==> config.mk <==
export PLATFORM = sky130hd
export DESIGN_NAME = load_store_unit
export DESIGN_NICKNAME = d
export VERILOG_FILES = /design/src/rtl/load_store_unit.sv
export SDC_FILE = /design/constraint.sdc
export NUM_CORES = 1
export LEC_CHECK = 0
export BUFFER_PORTS_ARGS = -buffer_cell sky130_fd_sc_hd__buf_2
export CORE_ASPECT_RATIO = 2
export CORE_MARGIN = 8
export CORE_UTILIZATION = 30
export CTS_CLUSTER_DIAMETER = 150
export DETAILED_ROUTE_END_ITERATION = 8
export HOLD_SLACK_MARGIN = 0.12
export PLACE_DENSITY_LB_ADDON = 0.05
export SLEW_MARGIN = 5
export SYNTH_ARGS = -nofsm -noshare
export SYNTH_HDL_FRONTEND = slang
export SYNTH_SLANG_ARGS = --single-unit
export TNS_END_PERCENT = 1
==> constraint.sdc <==
create_clock -name clock -period 3.9 [get_ports clock]
set_input_delay 0.78 -clock clock [delete_from_list [all_inputs] [get_ports clock]]
set_output_delay 0.78 -clock clock [all_outputs]
set_load 0.005 [all_outputs]
==> src/rtl/load_store_unit.sv <==
// RV32I load/store unit: byte/halfword/word accesses with load extension and
// optional splitting of misaligned accesses into several RAM beats.

package lsu_pkg;
  typedef enum logic [1:0] {
    WRITE_BYTE     = 2'd0,
    WRITE_HALFWORD = 2'd1,
    WRITE_WORD     = 2'd2
  } write_width_t;
endpackage

module load_store_unit
  import lsu_pkg::*;
#(
  parameter int XLEN             = 32,
  parameter bit ALLOW_MISALIGNED = 1'b1
) (
  input  logic            clock,
  input  logic            reset_n,
  input  logic            req_valid,
  output logic            req_ready,
  input  logic            req_is_store,
  input  logic [2:0]      req_funct3,
  input  logic [XLEN-1:0] req_addr,
  input  logic [XLEN-1:0] req_wdata,
  output logic            resp_valid,
  output logic [XLEN-1:0] resp_rdata,
  output logic            resp_fault,
  output logic [XLEN-1:0] ram_addr,
  output logic [XLEN-1:0] ram_w_data,
  output write_width_t    ram_w_width,
  output logic            ram_w_enable,
  input  logic [XLEN-1:0] ram_r_data
);

  typedef enum logic [1:0] {IDLE, LD1, LD2, ST} state_t;

  state_t state, state_next;

  logic [2:0]      op_funct3;
  logic [XLEN-1:0] op_addr;
  logic [XLEN-1:0] op_wdata;
  logic            op_misaligned;
  logic [XLEN-1:0] partial;
  logic [1:0]      beat;
  logic [1:0]      beat_last;

  logic            accept;
  logic            req_legal;
  logic            req_misaligned;
  logic            req_fault;
  logic            resp_set;
  logic            resp_fault_next;
  logic [XLEN-1:0] resp_rdata_next;
  logic [XLEN-1:0] next_word_addr;
  logic [5:0]      merge_shift;
  logic [XLEN-1:0] merged;

  function automatic write_width_t width_of(input logic [2:0] f3);
    case (f3[1:0])
      2'b00:   return WRITE_BYTE;
      2'b01:   return WRITE_HALFWORD;
      default: return WRITE_WORD;
    endcase
  endfunction

  function automatic logic [XLEN-1:0] extend(input logic [2:0] f3, input logic [XLEN-1:0] v);
    case (f3)
      3'b000:  return {{(XLEN-8){v[7]}}, v[7:0]};
      3'b001:  return {{(XLEN-16){v[15]}}, v[15:0]};
      3'b100:  return {{(XLEN-8){1'b0}}, v[7:0]};
      3'b101:  return {{(XLEN-16){1'b0}}, v[15:0]};
      default: return v;
    endcase
  endfunction

  assign req_ready = reset_n && (state == IDLE);
  assign accept    = req_valid && req_ready;

  always_comb begin
    if (req_is_store) begin
      req_legal = req_funct3 inside {3'b000, 3'b001, 3'b010};
    end else begin
      req_legal = req_funct3 inside {3'b000, 3'b001, 3'b010, 3'b100, 3'b101};
    end
    req_misaligned = ((req_funct3[1:0] == 2'b01) && req_addr[0]) ||
                     ((req_funct3[1:0] == 2'b10) && (req_addr[1:0] != 2'b00));
    req_fault = !req_legal || (req_misaligned && !ALLOW_MISALIGNED);
  end

  // Second half of a split load comes from the next word; the RAM has already
  // shifted the first word down, so the second one is shifted up to meet it.
  assign next_word_addr = {op_addr[XLEN-1:2], 2'b00} + {{(XLEN-3){1'b0}}, 3'd4};
  assign merge_shift    = {3'd4 - {1'b0, op_addr[1:0]}, 3'b000};
  assign merged         = partial | (ram_r_data << merge_shift);
  assign beat_last      = (op_funct3[1:0] == 2'b01) ? 2'd1 : 2'd3;

  always_comb begin
    state_next      = state;
    ram_addr        = req_addr;
    ram_w_data      = req_wdata;
    ram_w_width     = width_of(req_funct3);
    ram_w_enable    = 1'b0;
    resp_set        = 1'b0;
    resp_rdata_next = '0;
    resp_fault_next = 1'b0;
    case (state)
      IDLE: begin
        if (accept) begin
          if (req_fault) begin
            resp_set        = 1'b1;
            resp_fault_next = 1'b1;
          end else if (req_is_store) begin
            ram_w_enable = 1'b1;
            if (req_misaligned) begin
              ram_w_width = WRITE_BYTE;
              state_next  = ST;
            end else begin
              resp_set = 1'b1;
            end
          end else begin
            state_next = LD1;
          end
        end
      end
      LD1: begin
        if (op_misaligned) begin
          ram_addr   = next_word_addr;
          state_next = LD2;
        end else begin
          ram_addr        = op_addr;
          resp_set        = 1'b1;
          resp_rdata_next = extend(op_funct3, ram_r_data);
          state_next      = IDLE;
        end
      end
      LD2: begin
        ram_addr        = next_word_addr;
        resp_set        = 1'b1;
        resp_rdata_next = extend(op_funct3, merged);
        state_next      = IDLE;
      end
      ST: begin
        ram_addr     = op_addr + {{(XLEN-2){1'b0}}, beat};
        ram_w_data   = {{(XLEN-8){1'b0}}, op_wdata[{beat, 3'b000} +: 8]};
        ram_w_width  = WRITE_BYTE;
        ram_w_enable = 1'b1;
        if (beat == beat_last) begin
          resp_set   = 1'b1;
          state_next = IDLE;
        end
      end
      default: state_next = IDLE;
    endcase
  end

  always_ff @(posedge clock or negedge reset_n) begin
    if (!reset_n) begin
      state         <= IDLE;
      resp_valid    <= 1'b0;
      resp_rdata    <= '0;
      resp_fault    <= 1'b0;
      op_funct3     <= 3'b000;
      op_addr       <= '0;
      op_wdata      <= '0;
      op_misaligned <= 1'b0;
      partial       <= '0;
      beat          <= 2'd0;
    end else begin
      state      <= state_next;
      resp_valid <= resp_set;
      resp_rdata <= resp_rdata_next;
      resp_fault <= resp_fault_next;
      if (accept) begin
        op_funct3     <= req_funct3;
        op_addr       <= req_addr;
        op_wdata      <= req_wdata;
        op_misaligned <= req_misaligned;
        beat          <= 2'd1;
      end else if (state == ST) begin
        beat <= beat + 2'd1;
      end
      if (state == LD1) begin
        partial <= ram_r_data;
      end
    end
  end

endmodule

# Word-level counts from Yosys, hierarchy flattened
# Index checks and enable logic that the tools add are counted.
[totals]
ff_bits = 138
output_inout_bits = 102
elab_cells = 87
[op_classes]
n_addsub = 4
eq_ne = 18
shift = 2
mux = 38
bitwise_logic = 1
n_reduce_logical = 14
[ops]
columns = ["cell", "n"]
rows = [
  ["one-hot mux 32 bit (4 select lines)", 2],
  ["two-way mux 32 bit", 3],
  ["one-hot mux 32 bit (3 select lines)", 1],
  ["one-hot mux 32 bit (2 select lines)", 1],
  ["adder 32 x 2 -> 32 bit", 1],
  ["adder 32 x 3 -> 32 bit (second input constant)", 1],
  ["bitwise OR 32 bit", 1],
  ["indexed part select 32 x 6 -> 8 bit", 1],
  ["<< shifter 32 x 6 -> 32 bit", 1],
  ["two-way mux 2 bit", 13],
  ["two-way mux 1 bit", 13],
  ["== test 3 bit (second input constant)", 4],
  ["one-hot mux 2 bit (2 select lines)", 2],
  ["one-hot mux 2 bit (4 select lines)", 1],
  ["== test 2 x 1 -> 1 bit (second input constant)", 3],
  ["== test 2 bit (second input constant)", 3],
  ["== test 3 x 1 -> 1 bit (second input constant)", 2],
  ["zero test 3 bit", 2],
  ["!= test 2 bit (second input constant)", 3],
  ["nonzero test 5 bit", 1],
  ["logical AND 1 bit", 4],
  ["zero test 2 bit", 2],
  ["one-hot mux 1 bit (4 select lines)", 1],
  ["AND reduction 4 bit", 1],
  ["other kinds (9)", 10],
]

# Depth between registers and ports, before layout
# Gate-level depths: netlist of the first run.
[depth]
ltp_word = 8
mapped_depth = 11

# Least setup slack after synthesis of the first run
# OpenSTA, ideal clock, no wires.
[synth_timing]
path_type = "reg-to-output"
start = "reg state[1]"
end = "out ram_addr[25]"
arrival_time_ns = 1.931
t_required_ns = 3.120
path_slack_ns = 1.189
stages_incl_launch_ff = 8
path_buffers = 1
path_cell_list = "dfrtp_1 > inv_1 > ha_1 > a21o_1 > clkbuf_1 > a21oi_1 > or4_1 > a32oi_1"
[synth_via]
elab_chain_len = 2
elab_cells_between_ends = 4
[synth_rtl]
columns = ["element", "line", "rtl"]
rows = [
  ["start, declared", "38", "state_t state, state_next;"],
  ["start signal, assigned", "170", "state <= state_next;"],
  ["== test 2 bit or == test 2 x 1 -> 1 bit (tied branches)", "107", "case (state)"],
  ["one-hot mux 32 bit (3 select lines) (*)", "107", ""],
  ["end, declared", "29", "output logic [XLEN-1:0] ram_addr,"],
]
# Mark *: on every way between the ends. The rest lies on a longest branch, timed or not.

# Worst setup path in the final report of the first run
# Ends and elaborated chain as after synthesis.

==> results of run 1 <==
worst max-delay path, stage by stage, from the launching register on:
cell     delay (ps)
dfrtp_1         400
inv_1           130
ha_1            300
a21o_1          390
a21oi_1          70
buf_4           190
or4_1           510
a32oi_1         230
buf_2           150
synth_stat cells (3+ instances only):
cell,instances
o22ai_1,12
inv_1,26
o31ai_1,7
nand4_1,16
and3_1,6
mux2i_1,17
and4_1,5
a21o_1,11
clkbuf_1,36
o21ai_0,53
a21oi_1,62
a211oi_1,3
clkinv_1,3
a31oi_1,14
nand2b_1,3
nor2b_1,31
a22oi_1,10
o21a_1,7
nor2_1,54
or3_1,4
a2111oi_0,8
nand2_1,261
xnor2_1,3
buf_2,10
o221ai_1,6
mux2_2,48
buf_1,15
a21boi_0,3
mux4_2,10
a221oi_1,3
nand3_1,18
dfrtp_1,138
nor3_1,12
buf_6,4
o211ai_1,3
a32oi_1,4
ha_1,8
nor4_1,8
through the flow:
stage / hold slack, ps / total power, mW / cells
2_1_floorplan: 440 / 4.95 / 985
3_3_place_gp: 459 / 6.50 / 1497
3_5_place_dp: 461 / 6.50 / 1497
4_1_cts: 475 / 8.16 / 1528
5_1_grt: 489 / 8.66 / 1528
6_report: 412 / 8.02 / 1530
kinds of logic after synthesis:
kind of cell    synth area share (%)
compound gates                  17.5
fa+ha+maj                       1.44
mux                             11.2
simple gates                    23.2
xor+xnor                       0.524
buf+inv                         4.88
flops                           41.3
area by class of cell:
class	count	share of cell area, %
Multi-Input combinational cell	751	43.8
Sequential cell	138	33.5
Timing Repair Buffer	227	11.8
Clock buffer	22	4.70
Tap cell	352	4.28
Inverter	29	1.06
Clock inverter	9	0.851
Antenna cell	2	0.0486
worst min-delay path by stage:
| stage | to | slack, ps | cells past startpoint |
|---|---|---|---|
| global placement | op_wdata[18] | 460 | 2 |
| floorplan | op_wdata[16] | 440 | 2 |
| finish | op_wdata[30] | 410 | 2 |
| detailed placement | op_wdata[16] | 460 | 2 |
| global route | op_wdata[30] | 490 | 2 |
| CTS | op_wdata[16] | 480 | 2 |
flip-flops by register name, indices dropped and copies added (netlist names):
| name | cells |
|---|---|
| resp_rdata | 32 |
| state | 2 |
| partial | 32 |
| resp_fault | 1 |
| op_addr | 32 |
| beat | 2 |
| op_funct3 | 3 |
| resp_valid | 1 |
| op_wdata | 32 |
| op_misaligned | 1 |
power by group through the flow:
stage | Clock (mW) | Combinational (mW) | Sequential (mW)
6_report | 1.60 | 3.81 | 2.61
5_1_grt | 1.70 | 4.26 | 2.71
4_1_cts | 1.65 | 3.89 | 2.61
3_5_place_dp | 0 | 3.87 | 2.63
3_3_place_gp | 0 | 3.87 | 2.63
2_1_floorplan | 0 | 2.55 | 2.40
metal layers:
metal	vias up	global-route usage [%]	part of all wire, %
met4	6	8.55	3.1
met5	-	0	0.12
met1	3913	18.9	35
met3	55	4.00	4.2
li1	3815	-	-
met2	216	39.2	58
==> metrics.md, run 1 <==
| Metric | Value |
|---|---|
| Status | complete, no violations |
| Leading cell type in the layout, fill and taps excluded | nand2_1 |
| Io pins | around 210 |
| Area Overhead vs Synth | 23.2% |
| Avg Inst Size Synth | roughly 8.5 um^2 |
| Slew @ Worst Pin | a little over 900 ps |
| Arrival time at the worst endpoint | 2820 ps |
| Peak supply drop | 354 uV |
| FF-to-FF setup slack | between 900 and 1000 ps |
| ANT nets after route | 0 |
| Max-cap viol count | 0 |
| Top post-synthesis cells by area | dfrtp_1, nand2_1, mux2_2 |
| Static leakage | 4.95 nW |
| Hold Buf Count CTS | 0 |
| Setup TNS | 0 ps |
| Via density | between 5 and 6 |
| Flops & latches, synth | 138 |
| Mapped Nets | roughly 1100 |
| Multi-input logic area | 4510 um^2 |
| Clk slew on worst S/H paths | roughly 60 ps |
| Dpl ws | ~770 ps |
| First-pass GRT wire length | between 50 and 60 mm |
| Initial antenna violation count | 5 |
| Post-layout util | a little under two fifths |
| Chip Height | 252 um |
| Setup crit end kind | output port |
| Drt total wl | 32.9 mm |
| CTS H-tree depth | 4 |
| Routed vias | roughly 8000 |
| Period Utilization, post-route | between 90 and 100% |
| Final net count | 1276 |
| Clk_lat worst skew | approximately 440 ps |
| Crit path time final | 3600 ps |
| Mapped Area | ~8400 um^2 |
| Clock Sinks | ~140 |
| Die ar. | 33800 um^2 |
| PnR worst setup slack | ~300 ps |
| Share of cells above drive strength 1 | around 28% |
| Setup CP Type | reg -> out |
| DRC violations left | 0 |
| All-layer global routing usage | between 10% and 20% |
| Initial Util | a little under a third |
| CP Launch Type | flop |
| Critical Path RT | approximately 3100 ps |
| Most frequent cells in the layout | nand2_1, buf_2, dfrtp_1 |
| Skew final | 9.84 ps |
| Flop pwr share | about a third |
| Slew Viols, Final | 0 |
| Most common flop cell mapped by yosys | dfrtp_1 |
| Initial drt markers | between 400 and 500 |
| Die W | between 100 and 150 um |
| PostCTS Resize Cnt | 0 |
| DP HPWL | about 25 mm |
| Final setup vio count | 0 |
| Tightest Hold Check Type | in -> async |
| Fin. Hold Viols | 0 |
| Fin area | 10300 um^2 |
| Max Buffers Root-to-Sink | 2 |
| R2r worst-path depth | 7 |
| Switching Fraction | between 40% and 50% |
| Post-synthesis cell type count | roughly 70 |
| Fmax | 278 MHz |
| Synth warnings | 0 |
| Post-DR wirelength/cell | 21.5 um |
| Worst Setup EP | ram_addr[25] |
| Fillcell total | between 3000 and 4000 |
| Number of synthesized flops with an enable pin | 0 |
| PortBufs | ~200 |
| Post-CTS setup buffers | 0 |
| Core Footprint | 27400 um^2 |
| P_int | ~4.6 mW |
| Slew margin rel. | 36.3% |
| TritonCTS clock tree | built |
| Pin count of the biggest net entering global routing | around 140 |
| GPL Wtd Cong | between 0.8 and 0.9 |
| PwrDens | about 800 nW/um^2 |
| Critical path fanouts, max | 10 |
| Seq/Total Area, Yosys | about two fifths |
| Reg-to-reg endpoint | resp_rdata[19] |
| Top-area cell type share of the netlist area | 41.3% |
| Cells after Synth | around 1000 |
| Congestion Overflow GR | 0 |
| Comb pwr share | a little under half |
| Ys async rst share | 100% |
| Yosys top cell by area | dfrtp_1 |
| Number of iterations in the first detailed-routing pass | 5 |
| Net switching power | 3.45 mW |
| Clk network pwr share | about a fifth |
| Vias in the first global route | ~8700 |
| Row cnt | 86 |
| Unrepaired setup endpoints after global routing | no |
| TritonCTS buffer count | 17 |
| Register area | between 3000 and 4000 um^2 |
| Root buf cell | clkbuf_16 |
| CP startpoint | state[1] |
| Worst r2r src | op_addr[0] |
| DP Area | between 9000 and 10000 um^2 |
Note: power is estimated with default switching activity, not from simulation.
==> run 2: changes to the inputs <==
--- a/config.mk
+++ b/config.mk
@@ -9,6 +9,7 @@
 export CORE_ASPECT_RATIO = 2
 export CORE_MARGIN = 8
 export CORE_UTILIZATION = 30
+export CTS_BUF_LIST = sky130_fd_sc_hd__clkbuf_16
 export CTS_CLUSTER_DIAMETER = 150
 export DETAILED_ROUTE_END_ITERATION = 8
 export HOLD_SLACK_MARGIN = 0.12
==> run 2 against run 1 <==
  * Via count hardly changed
  * Hold slack better by 16 ps
  * Final cell count stayed put
  * Global-route usage hardly changed
  * Clock power is 6% lower
  * Flip-flop and latch count stayed put
  * Non-clock buffer count stayed put
  * Register-to-register slack worse by 30 ps
  * Final area is 0.39% lower
  * Largest power group unchanged
  * Highest routed layer unchanged
==> metrics.md, run 2 (same netlist as run 1, synthesis figures left out) <==
| Metric | Value |
|---|---|
| Status | complete, no violations |
| Arrival time at the worst endpoint | 2820 ps |
| Worst r2r src | op_addr[0] |
| FF-to-FF setup slack | between 900 and 1000 ps |
| Skew final | 9.01 ps |
| Core Footprint | 27400 um^2 |
| Initial antenna violation count | 5 |
| Initial drt markers | 389 |
| Slew margin rel. | between 30% and 40% |
| Pin count of the biggest net entering global routing | 139 |
| Peak supply drop | between 300 and 400 uV |
| DP Cell Count | around 1500 |
| Die W | approximately 130 um |
| Final setup vio count | 0 |
| Chip Height | 252 um |
| Critical path fanouts, max | 10 |
| Number of iterations in the first detailed-routing pass | 5 |
| All-layer global routing usage | around a fifth |
| Drt total wl | about 33 mm |
| Area Overhead vs Synth | 22.8% |
| Slew @ Worst Pin | between 900 and 1000 ps |
| Max Buffers Root-to-Sink | 2 |
| CTS H-tree depth | 4 |
| Setup crit end kind | output port |
| Row cnt | 86 |
| PwrDens | a little under 800 nW/um^2 |
| CP Launch Type | flop |
| Period Utilization, post-route | 92.3% |
| Dpl ws | 769 ps |
| Post-DR wirelength/cell | about 22 um |
| Setup CP Type | reg -> out |
| Static leakage | a little under 5 nW |
| First-pass GRT wire length | between 50 and 60 mm |
| Crit path time final | ~3600 ps |
| Congestion Overflow GR | 0 |
| Root buf cell | clkbuf_16 |
| Slowest-stage cell, CP | or4_1 |
| PortBufs | around 200 |
| Via density | 5.23 |
| Critical Path RT | around 3100 ps |
| Die ar. | 33800 um^2 |
| Unrepaired setup endpoints after global routing | no |
| Post-CTS setup buffers | 0 |
| Vias in the first global route | around 8700 |
| Max-cap viol count | 0 |
| Critical path, cell by cell | inv_1 -> ha_1 -> a21o_1 -> a21oi_1 -> buf_4 -> or4_1 -> a32oi_1 -> buf_2 |
| TritonCTS buffer count | 17 |
| Initial Util | between 30% and 40% |
| Crit-path max cell delay | 510 ps |
| Fmax | around 280 MHz |
| Hold Buf Count CTS | 0 |
| Most frequent cells in the layout | nand2_1, buf_2, dfrtp_1 |
| Final net count | around 1300 |
| R2r worst-path depth | 7 |
| TritonCTS clock tree | built |
| Slew Viols, Final | 0 |
| Reg-to-reg endpoint | resp_rdata[19] |
| Final non-filler cell total | 1530 |
| Clock Sinks | ~140 |
| Final hold slack | between 400 and 500 ps |
| Fin. Hold Viols | 0 |
| Tightest Hold Check Type | in -> async |
| Io pins | 205 |
| Routed vias | approximately 8000 |
| DRC violations left | 0 |
| PostCTS Resize Cnt | 0 |
| DP Area | between 9000 and 10000 um^2 |
| DP HPWL | around 25 mm |
| Share of cells above drive strength 1 | 27.8% |
| Clk_lat worst skew | 440 ps |
| Leading cell type in the layout, fill and taps excluded | nand2_1 |
| PnR worst setup slack | approximately 300 ps |
| Clk slew on worst S/H paths | around 60 ps |
| GPL Wtd Cong | around 0.9 |
| Setup TNS | 0 ps |
| Fin area | about 10000 um^2 |
| ANT nets after route | 0 |
==> run 2: routing by layer <==
layer / track usage, % / wire length (um) / up-vias
met5: 0 / 38 / -
met1: 18.9 / 11400 / 3919
li1: - / - / 3819
met2: 39.2 / 19100 / 205
met4: 8.55 / 1010 / 6
met3: 4.00 / 1400 / 53
==> run 2: cell type report <==
cell class                      instances  area, um^2
Clock inverter                         14         106
Tap cell                              352         440
Sequential cell                       138        3450
Multi-Input combinational cell        751        4510
Clock buffer                           17         425
Fill cell                            3005       17200
Antenna cell                            2        5.00
Timing Repair Buffer                  227        1210
Inverter                               29         109
==> run 2: worst max-delay path by stage <==
stage,from,cells past startpoint,endpoint
6_report,state[1],8,ram_addr[25]
5_1_grt,state[1],8,ram_addr[25]
4_1_cts,state[1],8,ram_addr[25]
3_5_place_dp,state[1],8,ram_addr[25]
3_3_place_gp,state[1],8,ram_addr[25]
2_1_floorplan,state[1],7,ram_addr[25]
==> run 2: report_power, final <==
part | switching [mW] | total [mW] | internal [mW] | leakage (nW)
clock network | 0.649 | 1.51 | 0.861 | 0.264
registers | 0.554 | 2.61 | 2.06 | 1.75
logic | 2.24 | 3.81 | 1.57 | 2.92
total | 3.44 | 7.93 | 4.49 | 4.93
==> run 2: worst max-delay path: cells and delay by family (launching register included) <==
kind / cells / cell delay (ps)
compound gates: 3 / 690
fa+ha+maj: 1 / 300
buf+inv: 3 / 470
flops: 1 / 400
simple gates: 1 / 510
==> run 2: stage by stage <==
step / util (%) / total power, mW
after global placement: 35.4 / 6.50
final: 37.4 / 7.93
after global routing: 37.4 / 8.58
after floorplan: - / 4.95
after detailed placement: 35.4 / 6.50
after CTS: 37.4 / 8.07
